<file path="src/rtl/pc_gen_pkg.sv">
// Core-wide definitions shared by the program-counter generator and its users.
package pc_gen_pkg;

    typedef enum logic [2:0] {
        SRC_EXC,
        SRC_RET,
        SRC_JR,
        SRC_J,
        SRC_BR,
        SRC_SEQ
    } next_src_e;

    function automatic bit pc_step_legal(input int unsigned step);
        return (step == 1) || (step == 4);
    endfunction

    // Number of implicit low zero bits in jump targets and branch offsets.
    function automatic int unsigned js_shift(input int unsigned step);
        return (step == 4) ? 2 : 0;
    endfunction

endpackage

</file>
<file path="src/rtl/pc_gen_if.sv">
// Control/flag bundle between decoder/ALU (master) and the PC generator (slave).
interface pc_gen_if #(
    parameter int ADDR_W = 32
);
    logic              stall;
    logic              branch_taken;
    logic [ADDR_W-1:0] branch_offset;
    logic              jump;
    logic [25:0]       jump_index;
    logic              jump_reg;
    logic [ADDR_W-1:0] jump_reg_addr;
    logic              call;
    logic              ret;
    logic              exc;
    logic [ADDR_W-1:0] pc;
    logic [ADDR_W-1:0] post_pc;
    logic              pc_valid;
    logic              exc_taken;
    logic              ras_overflow;
    logic              ras_underflow;

    modport master (
        output stall, branch_taken, branch_offset, jump, jump_index,
               jump_reg, jump_reg_addr, call, ret, exc,
        input  pc, post_pc, pc_valid, exc_taken, ras_overflow, ras_underflow
    );

    modport slave (
        input  stall, branch_taken, branch_offset, jump, jump_index,
               jump_reg, jump_reg_addr, call, ret, exc,
        output pc, post_pc, pc_valid, exc_taken, ras_overflow, ras_underflow
    );
endinterface

</file>
<file path="src/rtl/pc_ras.sv">
// Circular return-address stack: a push on a full stack overwrites the oldest entry.
module pc_ras #(
    parameter int ADDR_W    = 32,
    parameter int RAS_DEPTH = 4
) (
    input  logic              clk,
    input  logic              rst_n,
    input  logic              push,
    input  logic              pop,
    input  logic              stall,
    input  logic [ADDR_W-1:0] push_data,
    output logic [ADDR_W-1:0] top,
    output logic              empty,
    output logic              full,
    output logic              overflow,
    output logic              underflow
);
    localparam int PW = $clog2(RAS_DEPTH);
    localparam int CW = $clog2(RAS_DEPTH + 1);

    if (RAS_DEPTH < 2 || (RAS_DEPTH & (RAS_DEPTH - 1)) != 0) begin : g_bad_depth
        $error("pc_ras: RAS_DEPTH must be a power of 2 and at least 2");
    end

    logic [ADDR_W-1:0] r_mem [RAS_DEPTH];
    logic [PW-1:0]     r_wp;
    logic [CW-1:0]     r_cnt;
    logic              r_overflow;
    logic              r_underflow;

    logic [PW-1:0] w_top_idx;
    logic [PW-1:0] w_wr_idx;
    logic          w_push_only;
    logic          w_pop_only;
    logic          w_swap;
    logic          w_wr_en;

    assign w_top_idx   = r_wp - PW'(1);
    assign top         = r_mem[w_top_idx];
    assign empty       = (r_cnt == '0);
    assign full        = (r_cnt == CW'(RAS_DEPTH));
    assign overflow    = r_overflow;
    assign underflow   = r_underflow;

    assign w_push_only = !stall && push && !pop;
    assign w_pop_only  = !stall && pop && !push;
    assign w_swap      = !stall && push && pop;
    assign w_wr_en     = w_push_only || w_swap;
    // A call+ret pair replaces the top in place unless there is no top to replace.
    assign w_wr_idx    = (w_swap && !empty) ? w_top_idx : r_wp;

    always_ff @(posedge clk) begin
        if (w_wr_en) begin
            r_mem[w_wr_idx] <= push_data;
        end
    end

    always_ff @(posedge clk or negedge rst_n) begin
        if (!rst_n) begin
            r_wp        <= '0;
            r_cnt       <= '0;
            r_overflow  <= 1'b0;
            r_underflow <= 1'b0;
        end else begin
            if (w_push_only || (w_swap && empty)) begin
                r_wp <= r_wp + PW'(1);
                if (full) begin
                    r_overflow <= 1'b1;
                end else begin
                    r_cnt <= r_cnt + CW'(1);
                end
            end
            if ((w_swap || w_pop_only) && empty) begin
                r_underflow <= 1'b1;
            end
            if (w_pop_only && !empty) begin
                r_wp  <= w_top_idx;
                r_cnt <= r_cnt - CW'(1);
            end
        end
    end
endmodule

</file>
<file path="src/rtl/pc_gen.sv">
// Program-counter generator: clocked PC with stall, prioritised redirect and a return stack.
module pc_gen
    import pc_gen_pkg::*;
#(
    parameter int                ADDR_W    = 32,
    parameter int                PC_STEP   = 1,
    parameter logic [ADDR_W-1:0] RESET_PC  = '0,
    parameter logic [ADDR_W-1:0] EXC_VEC   = ADDR_W'(32'h20),
    parameter int                RAS_DEPTH = 4
) (
    input logic     clk,
    input logic     rst_n,
    pc_gen_if.slave bus
);
    localparam int unsigned       JS      = js_shift(PC_STEP);
    localparam logic [ADDR_W-1:0] STEP    = ADDR_W'(PC_STEP);
    localparam logic [ADDR_W-1:0] HI_MASK = ~((ADDR_W'(1) << (26 + JS)) - ADDR_W'(1));

    if (!pc_step_legal(PC_STEP) || ADDR_W < 28) begin : g_bad_param
        $error("pc_gen: PC_STEP must be 1 or 4 and ADDR_W at least 28");
    end

    logic [ADDR_W-1:0] r_pc;
    logic              r_pc_valid;
    logic              r_exc_taken;

    next_src_e         w_src;
    logic [ADDR_W-1:0] w_post_pc;
    logic [ADDR_W-1:0] w_jump_tgt;
    logic [ADDR_W-1:0] w_br_tgt;
    logic [ADDR_W-1:0] w_target;
    logic [ADDR_W-1:0] w_next;
    logic              w_ret_empty;
    logic              w_misalign;
    logic              w_redirect_exc;
    logic              w_ras_en;
    logic [ADDR_W-1:0] w_ras_top;
    logic              w_ras_empty;
    logic              w_ras_full;

    assign w_post_pc  = r_pc + STEP;
    assign w_jump_tgt = (w_post_pc & HI_MASK) | (ADDR_W'(bus.jump_index) << JS);
    assign w_br_tgt   = w_post_pc + (bus.branch_offset << JS);

    always_comb begin
        w_src = SRC_SEQ;
        if (bus.exc)               w_src = SRC_EXC;
        else if (bus.ret)          w_src = SRC_RET;
        else if (bus.jump_reg)     w_src = SRC_JR;
        else if (bus.jump)         w_src = SRC_J;
        else if (bus.branch_taken) w_src = SRC_BR;
    end

    always_comb begin
        w_target    = w_post_pc;
        w_ret_empty = 1'b0;
        case (w_src)
            SRC_EXC: w_target = EXC_VEC;
            SRC_RET: begin
                w_target    = w_ras_empty ? EXC_VEC : w_ras_top;
                w_ret_empty = w_ras_empty;
            end
            SRC_JR:  w_target = bus.jump_reg_addr;
            SRC_J:   w_target = w_jump_tgt;
            SRC_BR:  w_target = w_br_tgt;
            default: w_target = w_post_pc;
        endcase
    end

    assign w_misalign     = (PC_STEP == 4) && (w_target[1:0] != 2'b00);
    assign w_next         = w_misalign ? EXC_VEC : w_target;
    assign w_redirect_exc = (w_src == SRC_EXC) || w_ret_empty || w_misalign;

    always_ff @(posedge clk or negedge rst_n) begin
        if (!rst_n) begin
            r_pc        <= RESET_PC;
            r_pc_valid  <= 1'b0;
            r_exc_taken <= 1'b0;
        end else if (!r_pc_valid) begin
            r_pc_valid  <= 1'b1;
            r_exc_taken <= 1'b0;
        end else if (bus.exc) begin
            // Exceptions are honoured even while the pipeline is stalled.
            r_pc        <= EXC_VEC;
            r_exc_taken <= 1'b1;
        end else if (bus.stall) begin
            r_exc_taken <= 1'b0;
        end else begin
            r_pc        <= w_next;
            r_exc_taken <= w_redirect_exc;
        end
    end

    assign w_ras_en = r_pc_valid && !bus.exc;

    pc_ras #(
        .ADDR_W    (ADDR_W),
        .RAS_DEPTH (RAS_DEPTH)
    ) u_ras (
        .clk       (clk),
        .rst_n     (rst_n),
        .push      (bus.call && w_ras_en),
        .pop       (bus.ret && w_ras_en),
        .stall     (bus.stall),
        .push_data (w_post_pc),
        .top       (w_ras_top),
        .empty     (w_ras_empty),
        .full      (w_ras_full),
        .overflow  (bus.ras_overflow),
        .underflow (bus.ras_underflow)
    );

    assign bus.pc        = r_pc;
    assign bus.post_pc   = w_post_pc;
    assign bus.pc_valid  = r_pc_valid;
    assign bus.exc_taken = r_exc_taken;
endmodule

</file>
<file path="src/flat_wrapper.sv">
// flat-port wrapper written by rule: the top's interface ports become plain ports
module pc_gen_flat import pc_gen_pkg::*;
#(
    parameter int                ADDR_W    = 32,
    parameter int                PC_STEP   = 1,
    parameter logic [ADDR_W-1:0] RESET_PC  = '0,
    parameter logic [ADDR_W-1:0] EXC_VEC   = ADDR_W'(32'h20),
    parameter int                RAS_DEPTH = 4
)
  (clk, rst_n, bus_stall, bus_branch_taken, bus_branch_offset, bus_jump, bus_jump_index, bus_jump_reg, bus_jump_reg_addr, bus_call, bus_ret, bus_exc, bus_pc, bus_post_pc, bus_pc_valid, bus_exc_taken, bus_ras_overflow, bus_ras_underflow);
  pc_gen_if #(.ADDR_W(ADDR_W)) bus_i ();
  input logic clk;
  input logic rst_n;
  input wire logic [$bits(bus_i.stall)-1:0] bus_stall;
  input wire logic [$bits(bus_i.branch_taken)-1:0] bus_branch_taken;
  input wire logic [$bits(bus_i.branch_offset)-1:0] bus_branch_offset;
  input wire logic [$bits(bus_i.jump)-1:0] bus_jump;
  input wire logic [$bits(bus_i.jump_index)-1:0] bus_jump_index;
  input wire logic [$bits(bus_i.jump_reg)-1:0] bus_jump_reg;
  input wire logic [$bits(bus_i.jump_reg_addr)-1:0] bus_jump_reg_addr;
  input wire logic [$bits(bus_i.call)-1:0] bus_call;
  input wire logic [$bits(bus_i.ret)-1:0] bus_ret;
  input wire logic [$bits(bus_i.exc)-1:0] bus_exc;
  output wire logic [$bits(bus_i.pc)-1:0] bus_pc;
  output wire logic [$bits(bus_i.post_pc)-1:0] bus_post_pc;
  output wire logic [$bits(bus_i.pc_valid)-1:0] bus_pc_valid;
  output wire logic [$bits(bus_i.exc_taken)-1:0] bus_exc_taken;
  output wire logic [$bits(bus_i.ras_overflow)-1:0] bus_ras_overflow;
  output wire logic [$bits(bus_i.ras_underflow)-1:0] bus_ras_underflow;
  assign bus_i.stall = bus_stall;
  assign bus_i.branch_taken = bus_branch_taken;
  assign bus_i.branch_offset = bus_branch_offset;
  assign bus_i.jump = bus_jump;
  assign bus_i.jump_index = bus_jump_index;
  assign bus_i.jump_reg = bus_jump_reg;
  assign bus_i.jump_reg_addr = bus_jump_reg_addr;
  assign bus_i.call = bus_call;
  assign bus_i.ret = bus_ret;
  assign bus_i.exc = bus_exc;
  assign bus_pc = bus_i.pc;
  assign bus_post_pc = bus_i.post_pc;
  assign bus_pc_valid = bus_i.pc_valid;
  assign bus_exc_taken = bus_i.exc_taken;
  assign bus_ras_overflow = bus_i.ras_overflow;
  assign bus_ras_underflow = bus_i.ras_underflow;
  pc_gen #(.ADDR_W(ADDR_W), .PC_STEP(PC_STEP), .RESET_PC(RESET_PC), .EXC_VEC(EXC_VEC), .RAS_DEPTH(RAS_DEPTH)) u_core (.clk(clk), .rst_n(rst_n), .bus(bus_i));
endmodule
</file>
<file path="config.mk">
export PLATFORM = sky130hd
export DESIGN_NAME = pc_gen_flat
export DESIGN_NICKNAME = d
export VERILOG_FILES = /design/src/rtl/pc_gen_pkg.sv /design/src/rtl/pc_gen_if.sv /design/src/rtl/pc_ras.sv /design/src/rtl/pc_gen.sv /design/src/flat_wrapper.sv
export SDC_FILE = /design/constraint.sdc
export NUM_CORES = 1
export LEC_CHECK = 0
export BUFFER_PORTS_ARGS = -buffer_cell sky130_fd_sc_hd__buf_2
export CAP_MARGIN = 10
export CORE_MARGIN = 3
export CORE_UTILIZATION = 40
export CTS_CLUSTER_DIAMETER = 40
export DETAILED_ROUTE_END_ITERATION = 12
export GPL_ROUTABILITY_DRIVEN = 0
export PLACE_DENSITY_LB_ADDON = 0.1
export SLEW_MARGIN = 40
export SYNTH_ARGS = -nofsm -noshare
export SYNTH_HDL_FRONTEND = slang
export SYNTH_SLANG_ARGS = --single-unit
</file>
<file path="constraint.sdc">
create_clock -name clk -period 3.4 [get_ports clk]
set_input_delay 0.34 -clock clk [delete_from_list [all_inputs] [get_ports clk]]
set_output_delay 0.34 -clock clk [all_outputs]
set_load 0.1 [all_outputs]
</file>
==> impl_metrics.toml <==
[status]
outcome = "finished, final reports clean"

[sta]
fmax_mhz = 301
finalSetupTns_ps = 0
worst_slack_ps = 76.5
relSlewSlack = 0.422
tightest_slew_ps = 867
period_share = 0.978
finalSetupViolCount = 0
drv_slew = 0
min_period_ps = 3320
hold_violations = 0
rsz0062_at_grt = "true"
skew_ps = 13.8

[layout]
fin_util = 0.580
stdcell_area_um2 = 13700
finalNetCount = 1275
synthToLayoutAreaGrowth_pct = 41.5
n_antenna_cell = 0
drive_gt1_frac = 0.455

[die]
dieWidth_um = 162
core_area_um2 = 23600
initial_core_util = 0.410
num_rows = 56
die-area_um2 = 26100
die_h_um = 162
pin_count = 167

[synth]
ys_types = 66
synthArstFlopShare = 0.243
syn_inst = 842
synth_mux_area_frac = 0.0765
synth_xor_area_frac = 0.0469
syn_area_um2 = 9680
synth_compound_gate_area_share = 0.166
avgSynthCellArea_um2 = 11.5
synth_top_family_by_area = "compound AO/OA/AOI/OAI gates"
yosys.area_share.simple = 0.126
synthAdderAreaFrac = 0.0571
synth_edf_count = 128
synth_flop_cell = "edfxtp_1"
synth.ff_latch_count = 169
syn_nets = 984
seq_area_frac_synth = 0.503
ys_warn_count = 0

[flow_run]
max-cap-violations = 0

[placed_design]
place_area_um2 = 12700
pre_cts_ws_ps = -123
dp_hpwl_um = 25100
io_buffer_count = 166

[setup_path]
cp_data_required_time_ps = 3770
arrival_ps = 3690
crit_top_cell = "and3_4"
cp_top_family = "simple AND/OR/NAND/NOR gates"
r2r_slack_ps = 80
startpoint_type = "register"
cp_num_buf_inv = 2
path_max_fanout = 6
max_stage_delay_ps = 430
crit_path_end_kind = "register"
crit_path_cell_trace = "nand3_4 -> nor4_4 -> buf_4 -> and3_4 -> and3_4 -> xor2_4 -> buf_6 -> ha_4 -> nand2_4 -> nor2_4 -> nand3_2 -> or3b_1 -> o211a_1 -> or4_1 -> a32o_1 -> nand2_1"
critPathKind = "reg2reg"
crit_slowest_cell = "dfrtp_4"

[global_routing]
grt_pass1_wl_um = 50600
overflow = 0
grt_antenna_before_repair = 0
track_usage = 0.258
grt_max_degree = 37
grt_pass1_vias = 8414

[cts]
path_clk_slew_ps = 70
ctsRootBufferMaster = "clkbuf_16"
cts_buffers = 17
clock_latency_ps = 440
cts_tree = "yes"
clock_sinks = 169
htree_levels = 4
cts_max_path_buffers = 2

[power]
irDropWorstVdd_mv = 0.315
leakage_uw = 0.00555
powerDensity_nw_per_um2 = 545

[routing]
vias_per_cell = 5.76
ant_nets = 0
routedWlPerCell_um = 23.2
drc = 0
drt_wl_total_um = 34000
drt_iter0_markers = 694
dr.pass1.iters = 5
dr_total_vias = 8432

[min_path]
hp-class = "in2reg"
[through the flow]
step	total power, uW	hold WS (ps)	instances
final	7470	205	1465
after CTS	7430	191	1460
after detailed placement	5390	368	1425
after floorplan	4510	44.4	842
after global routing	7790	228	1465
after global placement	5380	458	1425
[area by class of cell]
type	instances	area, um2
fillers	2032	9920
clock buffers	17	425
inverters	21	78.8
multi-input cells	615	5680
clock inverters	15	184
flip-flops and latches	169	4940
repair buffers	309	1990
well taps	319	399
[layout by cell type (no fill, tap or decap), drive strengths merged, types with 27 or more instances in the layout]
| cell | n |
|---|---|
| a21oi | 60 |
| buf | 307 |
| dfrtp | 41 |
| edfxtp | 128 |
| ha | 41 |
| inv | 29 |
| mux4 | 32 |
| nand2 | 93 |
| nor2 | 38 |
| o21ai | 58 |
| xnor2 | 27 |
[flip-flops by register name (all words and copies together), names as in the netlist]
signal and flops:
u_core.u_ras.r_cnt 3, u_core.u_ras.r_wp 2, u_core.bus.pc 32, u_core.u_ras.overflow 1
u_core.u_ras.r_mem 128, u_core.u_ras.underflow 1, u_core.bus.pc_valid 1, u_core.bus.exc_taken 1
[per-layer routing]
metal,vias to the layer above,GRT usage,wire length (um)
met4,0,0.0606,619
met2,325,0.435,16800
met3,43,0.0357,1970
met1,4200,0.357,14600
met5,-,0,0
li1,3864,-,-
[cell usage after synthesis (4+ instances only)]
| cell | count | area share |
|---|---|---|
| nor3_1 | 12 | 0.0062 |
| nand4_1 | 13 | 0.0084 |
| a31oi_1 | 12 | 0.0078 |
| inv_1 | 21 | 0.0081 |
| o31ai_1 | 4 | 0.0031 |
| o21bai_1 | 5 | 0.0039 |
| a21o_1 | 18 | 0.014 |
| edfxtp_1 | 128 | 0.40 |
| and2_1 | 9 | 0.0058 |
| or2_2 | 5 | 0.0032 |
| nand3_1 | 25 | 0.013 |
| or3_1 | 7 | 0.0045 |
| nor2_1 | 37 | 0.014 |
| xor2_1 | 24 | 0.022 |
| a221oi_1 | 23 | 0.021 |
| nand2_1 | 93 | 0.036 |
| and4_1 | 6 | 0.0054 |
| dfrtp_1 | 41 | 0.11 |
| buf_2 | 8 | 0.0041 |
| a21oi_1 | 60 | 0.031 |
| o21a_1 | 5 | 0.0039 |
| mux4_2 | 32 | 0.074 |
| nor2b_1 | 7 | 0.0045 |
| o21ai_0 | 56 | 0.029 |
| xnor2_1 | 26 | 0.024 |
| a222oi_1 | 8 | 0.0083 |
| nand2b_1 | 5 | 0.0032 |
| a221o_1 | 11 | 0.011 |
| and3_1 | 12 | 0.0078 |
| clkbuf_1 | 29 | 0.011 |
| a22oi_1 | 6 | 0.0047 |
| ha_1 | 41 | 0.053 |
[power breakdown]
part	internal, uW	switching, uW
Sequential	2390	199
Combinational	1120	1730
Clock	1120	916
[worst register-to-register path, stage by stage (launching register included)]
cell	delay, ps
dfrtp_4	430
nand3_4	90
nor4_4	220
buf_4	200
and3_4	200
and3_4	230
xor2_4	70
buf_6	120
ha_4	290
nand2_4	60
nor2_4	90
nand3_2	100
or3b_1	360
o211a_1	140
or4_1	390
a32o_1	230
nand2_1	50
[worst paths after layout]
check	from	to	cells after the start
worst max-delay path	u_core.bus.pc[7]$_DFFE_PN0P_	u_core.bus.pc[22]$_DFFE_PN0P_	16
worst min-delay path	bus_jump_reg_addr[13]	u_core.bus.pc[13]$_DFFE_PN0P_	3
worst max register to register	u_core.bus.pc[7]$_DFFE_PN0P_	u_core.bus.pc[22]$_DFFE_PN0P_	16
worst min register to register	u_core.u_ras.underflow$_DFFE_PN0P_	u_core.u_ras.underflow$_DFFE_PN0P_	1
max in group asynchronous	rst_n	u_core.bus.pc[27]$_DFFE_PN0P_	3
min in group asynchronous	rst_n	u_core.u_ras.underflow$_DFFE_PN0P_	2
[cells by family (layout without fill, tap and decap cells)]
kind of cell / count (synthesis) / count (layout)
XOR/XNOR: 51 / 51
buffers and inverters: 58 / 362
flip-flops: 169 / 169
multiplexers: 34 / 34
AND/OR/NAND/NOR: 245 / 245
other: 1 / 1
AO/OA/AOI/OAI: 241 / 241
adder cells (fa/ha/maj): 43 / 43
[what timing repair did]
| item | in CTS | in global routing |
|---|---|---|
| endpoints found under the hold margin | 35 | 0 |
| resized for setup | 15 | 57 |
| pin swaps | 3 | 15 |
| hold buffers | 1 | 0 |
| setup endpoints to repair | 10 | 20 |
| setup buffers | 2 | 5 |
(Power assumes the default switching activity.)
